File: src/rtl/alu_wb_regfile.sv
// -----------------------------------------------------------------------------
// alu_wb_regfile
// Eight-entry write-back register file for an 8-bit ALU: two combinational
// read ports feed the ALU operands, one write port takes the ALU result, a
// 4-bit flag register captures {zf,of,cf,sf}, and an 8-bit counter tallies
// committed register writes. R0 is hard-wired to zero.
//
// Build option:
//   ALU_WB_BYPASS_EN - when defined, a read of the register being written in
//                      the same cycle returns the incoming write data rather
//                      than the stored value.
// -----------------------------------------------------------------------------
module alu_wb_regfile #(
   parameter int DW = 8,
   parameter int AW = 3
) (
   input  logic          clk,
   input  logic          rst_n,
   input  logic [AW-1:0] ra_addr,
   input  logic [AW-1:0] rb_addr,
   output logic [DW-1:0] a,
   output logic [DW-1:0] b,
   input  logic          wr_en,
   input  logic [AW-1:0] wr_addr,
   input  logic [DW-1:0] wr_data,
   input  logic          flag_we,
   input  logic          zf_in,
   input  logic          of_in,
   input  logic          cf_in,
   input  logic          sf_in,
   output logic [3:0]    flags,
   output logic [7:0]    wr_cnt
);

   localparam int NREG = 1 << AW;

   logic [DW-1:0] regs_q [NREG];
   logic [DW-1:0] regs_d [NREG];
   logic [3:0]    flags_q;
   logic [3:0]    flags_d;
   logic [7:0]    wr_cnt_q;
   logic [7:0]    wr_cnt_d;
   logic          commit;

   // A write only takes effect when it targets a real register (not R0).
   assign commit = wr_en && (wr_addr != '0);

   // Next-state for register array, write counter and flag register.
   always_comb begin
      // NOTE: every target gets its hold value first so no path can infer a latch.
      regs_d   = regs_q;
      wr_cnt_d = wr_cnt_q;
      flags_d  = flags_q;
      if (commit) begin
         regs_d[wr_addr] = wr_data;
         wr_cnt_d        = wr_cnt_q + 8'd1;
      end
      regs_d[0] = '0;
      if (flag_we) begin
         flags_d = {zf_in, of_in, cf_in, sf_in};
      end
   end

   // State registers; reset clears everything at once without a clock.
   always_ff @(posedge clk or negedge rst_n) begin
      if (!rst_n) begin
         // NOTE: the storage array is reset explicitly because R1..R7 must clear
         // asynchronously; this keeps the array in flops rather than a RAM.
         for (int i = 0; i < NREG; i++) begin
            regs_q[i] <= '0;
         end
         wr_cnt_q <= '0;
         flags_q  <= '0;
      end else begin
         // NOTE: non-blocking assignments so every flop samples pre-edge values.
         regs_q   <= regs_d;
         wr_cnt_q <= wr_cnt_d;
         flags_q  <= flags_d;
      end
   end

`ifdef ALU_WB_BYPASS_EN
   // Read ports with same-cycle forwarding of the pending write; reset blocks it.
   always_comb begin
      a = regs_q[ra_addr];
      b = regs_q[rb_addr];
      if (rst_n && commit && (ra_addr == wr_addr)) begin
         a = wr_data;
      end
      if (rst_n && commit && (rb_addr == wr_addr)) begin
         b = wr_data;
      end
   end
`else
   // Read ports return the stored value; a write becomes visible after its edge.
   always_comb begin
      a = regs_q[ra_addr];
      b = regs_q[rb_addr];
   end
`endif

   assign flags  = flags_q;
   assign wr_cnt = wr_cnt_q;

endmodule

File: config.mk
export PLATFORM = sky130hd
export DESIGN_NAME = alu_wb_regfile
export DESIGN_NICKNAME = d
export VERILOG_FILES = /design/src/rtl/alu_wb_regfile.sv
export SDC_FILE = /design/constraint.sdc
export NUM_CORES = 1
export LEC_CHECK = 0
export ABC_AREA = 1
export BUFFER_PORTS_ARGS = -buffer_cell sky130_fd_sc_hd__buf_4
export CAP_MARGIN = 10
export CORE_ASPECT_RATIO = 1.25
export CORE_MARGIN = 2
export CORE_UTILIZATION = 62
export CTS_CLUSTER_SIZE = 12
export DETAILED_ROUTE_END_ITERATION = 8
export PLACE_DENSITY_LB_ADDON = 0.2
export SYNTH_ARGS = -nofsm -noshare
export SYNTH_HDL_FRONTEND = slang
export SYNTH_SLANG_ARGS = --single-unit
File: constraint.sdc
create_clock -name clk -period 1.7 [get_ports clk]
set_input_delay 0.085 -clock clk [delete_from_list [all_inputs] [get_ports clk]]
set_output_delay 0.085 -clock clk [all_outputs]
set_load 0.02 [all_outputs]
==> results.yml <==
run_status:
  status: "complete, no violations"
die:
  row_count: 32
  die_x_um: 75.6
  dieArea_um2: 7070
  initial_utilization: 0.644
  dieHeight_um: 93.5
  coreArea_um2: 6170
  io_pins: 53
synth:
  yosys_warnings: 0
  yosysMostFrequentCell: "nand2_1"
  synth_seq_cells: 68
  synth_common_cells: "273 x nand2_1, 68 x dfrtp_1, 68 x inv_1"
  yosys.cell_types.count: 23
  syn_avg_cell_area_um2: 6.96
  ys_seq_area_frac: 0.428
  syn_inst: 571
  syn_area_um2: 3970
  synthFlopType: "dfrtp_1"
  synth_edf_count: 0
  async_reset_ff_frac: 1.00
  synth_top_area_frac: 0.428
  syn_nets: 597
  synthTopCellsByArea: "dfrtp_1 43%, nand2_1 26%, nand3_1 6.4%, inv_1 6.4%, o21ai_2 3.5%"
  synth_top_area_cell: "dfrtp_1"
layout:
  n_antenna_cell: 0
  syn2layout_area_growth_pct: 18.6
  final_nets: 654
  final_cell_area_um2: 4710
  drive_gt1_frac: 0.167
  post-route-util: 0.764
clock_network:
  clock-sinks: 68
  tritoncts: "done"
  clk_pin_slew_ns: 0.07
  cts_inserted_buffers: 9
  cts_hold_buf: 13
  cts_setup_buffers: 0
  root_buffer: "clkbuf_8"
  cts_buffer_depth: 2
  cts_resized: 0
  htree_levels: 3
  clk-insertion-delay-late_ns: 0.35
setup_path:
  reg2reg_depth: 6
  worstPathRequired_ns: 1.62
  ff2ff_setup_slack_ns: 0.51
  worstSetupEndpointType: "output port"
  cp-start-kind: "flip-flop"
  crit_top_cell: "nand2_1"
  slowest_stage: "dfrtp_1"
  crit_chain: "inv_1 > nand2_1 > nand3_1 > nand2_1 > nand2_1 > nand2_1 > buf_4"
  path_max_fanout: 2
  critPathArrivalTime_ns: 1.35
  worstSetupPathType: "flip-flop to output port"
  cp_slowest_stage_delay_ns: 0.38
drt:
  drt_iter0_markers: 349
  dr.pass1.iters: 6
  wl_per_cell_um: 14.5
  vias: 3913
  routed_wl_mm: 10.4
  ant_nets: 0
  via_per_inst: 5.45
  remaining_drc_errors: 0
grt:
  grt_usage: 0.328
  grt_max_degree: 35
  grt_pass1_vias: 3870
  antenna_found_initial: 0
  grt_pass1_wl_mm: 17.3
  grt_overflow: 0
timing:
  setup_viol: 0
  fin_crit_sh: 0.842
  fin_crit_ns: 1.43
  setup_tns_ns: 0
  hold_violations: 0
  rsz0062_at_grt: "false"
  drv_slew: 0
  finalClockSkew_ns: 0.00212
  timing.fmax_mhz: 699
  tightest_slew_ns: 0.645
  hold_ws_ns: 0.0206
  relSlewSlack: 0.569
pwr:
  p_seq_frac: 0.417
  power_per_cell_area_nw_per_um2: 1100
  finalPower_uw: 5190
  p_int_uw: 3410
  power_frac_clock: 0.289
  peakVddDrop_mv: 1.01
  power_frac_comb: 0.294
  switchingPower_uw: 1780
  p_sw_frac: 0.343
  p_leak_uw: 0.00261
placement:
  postPlaceCellArea_um2: 4360
  dpl.hpwl_mm: 7.12
  gp_congestion: 0.898
  portBuffers: 52
worst_hold_path:
  hold_class: "input port to flip-flop"
  min_delay_path_depth: 2
flow_run:
  cap_violations: 0
## path summary, 6_finish.rpt
| check | startpoint | end |
|---|---|---|
| worst min-delay path | flag_we | flags[0] |
| max in group asynchronous | rst_n | regs_q[6] |
| min in group asynchronous | rst_n | regs_q[0] |
| worst max register to register | wr_cnt[0] | wr_cnt[6] |
| worst min register to register | regs_q[25] | regs_q[25] |
| worst max-delay path | regs_q[13] | a[5] |
## cells in the final DEF, fill, tap and decap left out, drive strengths merged
cell type    instances
clkinvlp             3
bufinv               2
xnor2                4
nor3                 1
a21oi                1
dfrtp               68
mux2                 4
nand3               52
inv                 70
ha                   1
nor2                 9
buf                 56
dlygate4sd3         13
clkinv               1
nand2              279
o21ai               57
clkbuf              10
nand3b               2
## layout make-up
cell class | count | area, µm²
clock buffer | 10 | 138
clock inverter | 6 | 87.6
fill | 484 | 1460
inverter | 70 | 263
multi-input combinational | 410 | 1850
sequential | 68 | 1700
tap | 85 | 106
timing repair buffer | 69 | 563
## power groups by stage
stage	combinational [µW]	clock [µW]	sequential, µW
2_1_floorplan	931	0	2220
3_3_place_gp	1430	0	2180
3_5_place_dp	1490	0	2190
4_1_cts	1530	1500	2160
5_1_grt	1710	1580	2200
6_report	1520	1500	2160
## critical path, delay by kind of cell (launching register included)
family | cells | cell delay [ns]
and+or+nand+nor | 5 | 0.39
DFF | 1 | 0.38
buffers and inverters | 2 | 0.23
## through the flow
stage               instances  setup slack (ns)
floorplan                 571             0.477
global placement          689             0.497
detailed placement        689             0.456
CTS                       718             0.276
global route              718             0.170
finish                    718             0.269
## flip-flops by register name, indices dropped and copies added (netlist names)
name	count
regs_q	56
wr_cnt	8
flags	4
## logic make-up after synthesis
kind of cell             share of synthesized area
AND/OR/NAND/NOR                              0.354
buffers and inverters                        0.106
flip-flops                                   0.428
AO/OA/AOI/OAI                               0.0891
XOR/XNOR                                   0.00882
multiplexers                                0.0113
adder cells (fa/ha/maj)                    0.00315
## routing by layer
layer | GRT usage | part of all wire | vias up
met5 | 0 | 0 | -
met4 | 0.156 | 0.029 | 0
met3 | 0.0690 | 0.065 | 28
met2 | 0.555 | 0.52 | 179
met1 | 0.386 | 0.39 | 1832
li1 | - | - | 1874
Note: power is estimated with default switching activity, not from simulation.
